$ cat src/rtl/seg_defs.vh
// Segment bus bit positions, hex glyph codes and decoder state encodings.
// Shared with the display driver so both ends agree on every glyph.
`ifndef SEG_DEFS_VH
`define SEG_DEFS_VH
localparam int SEG_DP  = 7;
localparam int SEG_DIG = 8;

localparam logic [6:0] GLYPH_0 = 7'h3F;
localparam logic [6:0] GLYPH_1 = 7'h06;
localparam logic [6:0] GLYPH_2 = 7'h5B;
localparam logic [6:0] GLYPH_3 = 7'h4F;
localparam logic [6:0] GLYPH_4 = 7'h66;
localparam logic [6:0] GLYPH_5 = 7'h6D;
localparam logic [6:0] GLYPH_6 = 7'h7D;
localparam logic [6:0] GLYPH_7 = 7'h07;
localparam logic [6:0] GLYPH_8 = 7'h7F;
localparam logic [6:0] GLYPH_9 = 7'h6F;
localparam logic [6:0] GLYPH_A = 7'h77;
localparam logic [6:0] GLYPH_B = 7'h7C;
localparam logic [6:0] GLYPH_C = 7'h39;
localparam logic [6:0] GLYPH_D = 7'h5E;
localparam logic [6:0] GLYPH_E = 7'h79;
localparam logic [6:0] GLYPH_F = 7'h71;

localparam logic [1:0] ST_IDLE   = 2'd0;
localparam logic [1:0] ST_SETTLE = 2'd1;
localparam logic [1:0] ST_LOCKED = 2'd2;
`endif

$ cat src/rtl/seg_decoder_pkg.sv
// Types and helpers for the seven-segment loopback decoder.
// Pure definitions: no latency, no flow control.
package seg_decoder_pkg;
  `include "seg_defs.vh"

  localparam int SEG_W = 9;

  typedef enum logic [1:0] {
    IDLE   = ST_IDLE,
    SETTLE = ST_SETTLE,
    LOCKED = ST_LOCKED
  } state_t;

  typedef struct packed {
    logic [SEG_W-1:0] seg1;
    logic [SEG_W-1:0] seg2;
  } pat_t;

  function automatic logic is_blank(input logic [SEG_W-1:0] seg);
    return seg[SEG_DIG] || (seg[6:0] == 7'd0);
  endfunction
endpackage

$ cat src/rtl/seg_decoder_if.sv
// Segment buses in, recovered display content out.
// Observation only: the decoder never stalls the display path.
interface seg_decoder_if;
  logic [8:0] seg1;
  logic [8:0] seg2;
  logic [7:0] value;
  logic       value_valid;
  logic [1:0] dp;
  logic [1:0] blank;
  logic       err;
  logic [7:0] upd_cnt;
  logic [7:0] err_cnt;

  modport master (
    output seg1, seg2,
    input  value, value_valid, dp, blank, err, upd_cnt, err_cnt
  );

  modport slave (
    input  seg1, seg2,
    output value, value_valid, dp, blank, err, upd_cnt, err_cnt
  );
endinterface

$ cat src/rtl/seg_glyph_lut.sv
// Combinational 7-segment glyph to hex nibble lookup, hit=0 for unknown glyphs.
// Zero latency, no flow control.
module seg_glyph_lut
  import seg_decoder_pkg::*;
(
  input  logic [6:0] glyph,
  output logic       hit,
  output logic [3:0] nibble
);

  always_comb begin
    hit    = 1'b1;
    nibble = 4'h0;
    case (glyph)
      GLYPH_0: nibble = 4'h0;
      GLYPH_1: nibble = 4'h1;
      GLYPH_2: nibble = 4'h2;
      GLYPH_3: nibble = 4'h3;
      GLYPH_4: nibble = 4'h4;
      GLYPH_5: nibble = 4'h5;
      GLYPH_6: nibble = 4'h6;
      GLYPH_7: nibble = 4'h7;
      GLYPH_8: nibble = 4'h8;
      GLYPH_9: nibble = 4'h9;
      GLYPH_A: nibble = 4'hA;
      GLYPH_B: nibble = 4'hB;
      GLYPH_C: nibble = 4'hC;
      GLYPH_D: nibble = 4'hD;
      GLYPH_E: nibble = 4'hE;
      GLYPH_F: nibble = 4'hF;
      default: hit    = 1'b0;
    endcase
  end

endmodule

$ cat src/rtl/seg_decoder.sv
// Recovers the displayed byte from two seven-segment buses after STABLE_CYCLES equal samples.
// Commit lands STABLE_CYCLES edges after the first sampling edge; no backpressure, pulses are one cycle.
module seg_decoder
  import seg_decoder_pkg::*;
#(
  parameter int STABLE_CYCLES = 4
) (
  input  logic           clk,
  input  logic           rst,
  seg_decoder_if.slave   bus
);

  localparam logic [7:0] LAST_CNT = 8'(STABLE_CYCLES - 1);

  state_t     state, state_nxt;
  pat_t       sample, seg_q, last_pat;
  logic       last_vld;
  logic [7:0] cnt, cnt_nxt;
  logic       same, commit;

  logic       blank_hi, blank_lo, hit_hi, hit_lo;
  logic [3:0] lut_hi, lut_lo;
  logic       bad, dup;

  logic [7:0] value_r, upd_cnt_r, err_cnt_r;
  logic [1:0] dp_r, blank_r;
  logic       value_valid_r, err_r;

  assign sample = {bus.seg1, bus.seg2};
  assign same   = (sample == seg_q);

  always_ff @(posedge clk) begin
    if (rst) begin
      state <= IDLE;
      cnt   <= 8'd0;
      seg_q <= '0;
    end else begin
      state <= state_nxt;
      cnt   <= cnt_nxt;
      seg_q <= sample;
    end
  end

  always_comb begin
    state_nxt = state;
    cnt_nxt   = cnt;
    commit    = 1'b0;
    case (state)
      IDLE: begin
        cnt_nxt   = 8'd0;
        state_nxt = SETTLE;
      end
      SETTLE: begin
        if (!same) begin
          cnt_nxt = 8'd0;
        end else if (cnt == LAST_CNT) begin
          commit    = 1'b1;
          state_nxt = LOCKED;
        end else begin
          cnt_nxt = cnt + 8'd1;
        end
      end
      LOCKED: begin
        if (!same) begin
          cnt_nxt   = 8'd0;
          state_nxt = SETTLE;
        end
      end
      default: state_nxt = IDLE;
    endcase
  end

  // Decode seg_q: at commit it equals the current sample, and it is already registered.
  seg_glyph_lut u_lut_hi (.glyph(seg_q.seg1[6:0]), .hit(hit_hi), .nibble(lut_hi));
  seg_glyph_lut u_lut_lo (.glyph(seg_q.seg2[6:0]), .hit(hit_lo), .nibble(lut_lo));

  assign blank_hi = is_blank(seg_q.seg1);
  assign blank_lo = is_blank(seg_q.seg2);
  assign bad      = (!blank_hi && !hit_hi) || (!blank_lo && !hit_lo);
  assign dup      = last_vld && (last_pat == seg_q);

  always_ff @(posedge clk) begin
    if (rst) begin
      last_pat      <= '0;
      last_vld      <= 1'b0;
      value_r       <= 8'd0;
      dp_r          <= 2'b00;
      blank_r       <= 2'b00;
      value_valid_r <= 1'b0;
      err_r         <= 1'b0;
      upd_cnt_r     <= 8'd0;
      err_cnt_r     <= 8'd0;
    end else begin
      value_valid_r <= 1'b0;
      err_r         <= 1'b0;
      if (commit) begin
        // Error commits are remembered too, so a stuck bad glyph reports once.
        last_pat <= seg_q;
        last_vld <= 1'b1;
        if (!dup) begin
          if (bad) begin
            err_r <= 1'b1;
            if (err_cnt_r != 8'hFF) err_cnt_r <= err_cnt_r + 8'd1;
          end else begin
            value_valid_r <= 1'b1;
            value_r       <= {(blank_hi ? 4'h0 : lut_hi), (blank_lo ? 4'h0 : lut_lo)};
            dp_r          <= {seg_q.seg1[SEG_DP], seg_q.seg2[SEG_DP]};
            blank_r       <= {blank_hi, blank_lo};
            upd_cnt_r     <= upd_cnt_r + 8'd1;
          end
        end
      end
    end
  end

  assign bus.value       = value_r;
  assign bus.value_valid = value_valid_r;
  assign bus.dp          = dp_r;
  assign bus.blank       = blank_r;
  assign bus.err         = err_r;
  assign bus.upd_cnt     = upd_cnt_r;
  assign bus.err_cnt     = err_cnt_r;

endmodule
$ cat src/flat_wrapper.sv
// flat-port wrapper written by rule: the top's interface ports become plain ports
module seg_decoder_flat import seg_decoder_pkg::*;
#(
  parameter int STABLE_CYCLES = 4
)
  (clk, rst, bus_seg1, bus_seg2, bus_value, bus_value_valid, bus_dp, bus_blank, bus_err, bus_upd_cnt, bus_err_cnt);
  seg_decoder_if bus_i ();
  input  logic clk;
  input  logic rst;
  input wire logic [$bits(bus_i.seg1)-1:0] bus_seg1;
  input wire logic [$bits(bus_i.seg2)-1:0] bus_seg2;
  output wire logic [$bits(bus_i.value)-1:0] bus_value;
  output wire logic [$bits(bus_i.value_valid)-1:0] bus_value_valid;
  output wire logic [$bits(bus_i.dp)-1:0] bus_dp;
  output wire logic [$bits(bus_i.blank)-1:0] bus_blank;
  output wire logic [$bits(bus_i.err)-1:0] bus_err;
  output wire logic [$bits(bus_i.upd_cnt)-1:0] bus_upd_cnt;
  output wire logic [$bits(bus_i.err_cnt)-1:0] bus_err_cnt;
  assign bus_i.seg1 = bus_seg1;
  assign bus_i.seg2 = bus_seg2;
  assign bus_value = bus_i.value;
  assign bus_value_valid = bus_i.value_valid;
  assign bus_dp = bus_i.dp;
  assign bus_blank = bus_i.blank;
  assign bus_err = bus_i.err;
  assign bus_upd_cnt = bus_i.upd_cnt;
  assign bus_err_cnt = bus_i.err_cnt;
  seg_decoder #(.STABLE_CYCLES(STABLE_CYCLES)) u_core (.clk(clk), .rst(rst), .bus(bus_i));
endmodule
$ cat config.mk
export PLATFORM = sky130hd
export DESIGN_NAME = seg_decoder_flat
export DESIGN_NICKNAME = d
export VERILOG_FILES = /design/src/rtl/seg_decoder_pkg.sv /design/src/rtl/seg_decoder_if.sv /design/src/rtl/seg_glyph_lut.sv /design/src/rtl/seg_decoder.sv /design/src/flat_wrapper.sv
export VERILOG_INCLUDE_DIRS = /design/src /design/src/rtl
export SDC_FILE = /design/constraint.sdc
export NUM_CORES = 1
export LEC_CHECK = 0
export ABC_AREA = 1
export CORE_MARGIN = 3
export CORE_UTILIZATION = 45
export DETAILED_ROUTE_END_ITERATION = 8
export MAX_ROUTING_LAYER = met4
export PLACE_DENSITY = 0.71
export SLEW_MARGIN = 20
export SYNTH_ARGS = -nofsm -noshare
export SYNTH_HDL_FRONTEND = slang
export SYNTH_SLANG_ARGS = --single-unit
$ cat constraint.sdc
create_clock -name clk -period 2.9 [get_ports clk]
set_clock_uncertainty 0.15 [all_clocks]
set_input_delay 0.87 -clock clk [delete_from_list [all_inputs] [get_ports clk]]
set_output_delay 0.87 -clock clk [all_outputs]
set_load 0.005 [all_outputs]
==> results.toml <==
[synth]
synth_top_cells_by_area = "sky130_fd_sc_hd__dfxtp_1, sky130_fd_sc_hd__nand2_1, sky130_fd_sc_hd__nor2_1"
synth.cell_area_um2 = 4320
synth_top_cell_area_share = 0.356
count_of_mapped_cells_out_of_synthesis = 714
number_of_warning_messages_in_the_yosys_log = 0
ys_types = 30
synth_nets = 737
dominant_cell_type_by_area_after_synthesis = "sky130_fd_sc_hd__dfxtp_1"
ys_seq_area_frac = 0.356
syn_area_per_cell_um2 = 6.06
ff_latch_count_synth = 77

[worst_hold_path]
hold-path-endpoint = "u_core.last_vld"
worst_hold_path_type = "reg -> reg"
hold_path_depth = 2
hold_path.startpoint = "u_core.last_vld"

[clock_network]
clk_root_buffer_cell = "sky130_fd_sc_hd__clkbuf_8"
clk_pin_slew_ns = 0.09
number_of_hold_buffers_added_after_cts = 0
clock_tree_from_tritoncts = "done"
clock_latency_ns = 0.35
post_cts_buffers = 0
htreeDepth = 3
post_cts_resize_count = 0
clockBufferDepth = 2
cts_sinks = 77
number_of_buffers_created_by_cts = 9

[route]
routed_via_density = 4.84
via_count = 4363
dr.first_iter.drc_count = 223
drtAntennaViolNets = 0
number_of_iterations_in_the_first_detailed_routing_pass = 5
totalWireLength_um = 10300
wl_per_cell_um = 11.4
remaining_drc_errors = 0

[placement]
dp_hpwl_um = 7790
place_worst_setup_slack_ns = -0.155
place_area_um2 = 5000
numPlacedInstances = 886
gp_routability_congestion = 0.882
count_of_input_and_output_buffers = 49

[timing]
setup_tns_ns = 0
period_needed_ns = 2.71
timing.final.max_slew_violations = 0
worst_hold_slack_ns = 0.317
fmax_mhz = 370
final_min_period_over_clock_period = 0.933
setup_repair_after_global_routing_missed_its_margin = "false"
worst_slack_ns = 0.194
setup_viol_count_final = 0
timing_worst_slew_pin_value_ns = 0.429
hold_viol = 0
timing.max_slew.rel_slack = 0.712

[layout]
antennaDiodeCount = 0
mostFrequentLayoutCell = "sky130_fd_sc_hd__nand2_1"
final_cell_mix = "sky130_fd_sc_hd__nand2_1, sky130_fd_sc_hd__nor2_1, sky130_fd_sc_hd__inv_1, sky130_fd_sc_hd__dfxtp_1, sky130_fd_sc_hd__clkdlybuf4s50_1"
share_of_cells_above_drive_strength_1 = 0.0828
final-instance-count-excl-fill = 902
flow.area_growth_from_synthesis_pct = 21.1
post-route-cell-area_um2 = 5240
final_net_count = 791

[power_and_ir_drop]
part_of_the_total_power_dissipated_in_the_clock_network = 0.421
p_int_w = 0.00166
p_seq_frac = 0.493
power_frac_comb = 0.086
reported_net_switching_power_w = 0.000569
leakagePower_nw = 2.41
power_density_nw_per_um2 = 426
p_sw_frac = 0.255
power.ir.vdd_worst_mv = 0.205

[global_routing]
first_global_vias = 3954
grt_start_max_net_pins = 36
grt_remaining_overflow = 0
grt_first_pass_wirelength_um = 18000
track_usage = 0.203
initial_antenna_violation_count = 0

[worst_setup_path]
worst_setup_path_start_kind = "input pin"
r2r_setup_slack_ns = 0.56
timing.critical_path.required_ns = 2.98
timing.critical_path.to_type = "flip-flop"
setup.worst_path.class = "in -> reg"
reg2reg_depth = 12
regToRegEndpoint = "u_core.bus.err_cnt[3]"
critical_path_arrival_ns = 2.78
crit-reg2reg-launch = "u_core.seg_q[15]"
timing.critical_path.fanout_max = 10

[outcome]
outcome = "complete, no violations"

[floorplanning]
fp-row-count = 35
start_util = 0.466
fp.dieArea_um2 = 10800
die_x_extent_um = 104
boundaryPins = 50
core-area_um2 = 9280
floorplan.die.height_um = 104

[job]
maxCapViolations = 0
-- final cells by class --
cell class	instances	area, um^2
Fill cell	938	4050
Multi-Input combinational cell	517	2310
Sequential cell	77	1540
Timing Repair Buffer	66	631
Inverter	97	364
Tap cell	129	161
Clock buffer	10	138
Clock inverter	6	93.8
-- metal layers --
metal,vias to the layer above,track usage,share of wire
li1,2312,-,-
met1,1955,0.255,0.47
met2,84,0.338,0.48
met3,12,0.0348,0.037
met4,0,0.0560,0.013
met5,-,-,0
-- cell usage after synthesis (all sizes together) --
cell type	n
nor2	152
nor3b	1
nand4	20
nand3	37
ha	3
o21ai	24
buf	12
nor3	9
inv	96
a31oi	1
xnor2	6
a21oi	37
xor2	6
nand2	219
o31ai	1
dfxtp	77
or2	1
clkinv	1
clkbuf	11
-- stage by stage --
stage,total power [W],util
global placement,0.00131,0.539
global route,0.00233,0.564
detailed placement,0.00132,0.539
floorplan,0.00125,-
CTS,0.00226,0.564
finish,0.00223,0.564
-- sequential cells by signal, summed over array words and instances (netlist names) --
name                    count
u_core.bus.blank            2
u_core.bus.dp               2
u_core.bus.err              1
u_core.bus.err_cnt          8
u_core.bus.upd_cnt          8
u_core.bus.value            8
u_core.bus.value_valid      1
u_core.cnt                  8
u_core.last_pat            18
u_core.last_vld             1
u_core.seg_q               18
u_core.state                2
-- kinds of logic (layout without fill, tap and decap cells) --
logic type / Yosys count / count (layout) / synth area share
DFF: 77 / 77 / 0.356
AOI/OAI and AO/OA: 63 / 63 / 0.0738
adders and majority gates: 3 / 3 / 0.00868
xor gates and xnor gates: 12 / 12 / 0.0243
and+or+nand+nor: 439 / 439 / 0.427
buffers and inverters: 120 / 179 / 0.110
-- power by group through the flow --
stage	sequential [W]	combinational, W	clock [W]
after global placement	0.00112	0.000191	0
after CTS	0.00110	0.000193	0.000964
after detailed placement	0.00112	0.000192	0
final	0.00110	0.000191	0.000940
after global routing	0.00110	0.000221	0.00101
after floorplan	0.00110	0.000140	0
-- worst max-delay path, cell delays in order --
cell and delay [ns]:
sky130_fd_sc_hd__clkdlybuf4s50_1 0.48, sky130_fd_sc_hd__inv_1 0.05, sky130_fd_sc_hd__nand2_1 0.05, sky130_fd_sc_hd__nand2_1 0.05, sky130_fd_sc_hd__nor2_1 0.17, sky130_fd_sc_hd__nand2_1 0.12
sky130_fd_sc_hd__nor2_2 0.21, sky130_fd_sc_hd__nand3_4 0.12, sky130_fd_sc_hd__nor2_4 0.16, sky130_fd_sc_hd__buf_12 0.15, sky130_fd_sc_hd__nand3_2 0.16, sky130_fd_sc_hd__nand2_1 0.12
sky130_fd_sc_hd__a21oi_1 0.06
-- worst max-delay path by stage --
stage                      from               endpoint  slack, ns  cells after the start
global route        bus_seg1[5]  u_core.bus.upd_cnt[5]       0.03                     15
CTS                 bus_seg1[5]  u_core.bus.err_cnt[1]       0.20                     14
floorplan           bus_seg2[0]    u_core.bus.blank[0]       0.60                     12
detailed placement  bus_seg1[5]  u_core.bus.err_cnt[0]      -0.15                     13
finish              bus_seg1[5]  u_core.bus.err_cnt[3]       0.19                     13
global placement    bus_seg1[5]          u_core.cnt[0]      -0.09                     14
(Power assumes the default switching activity.)
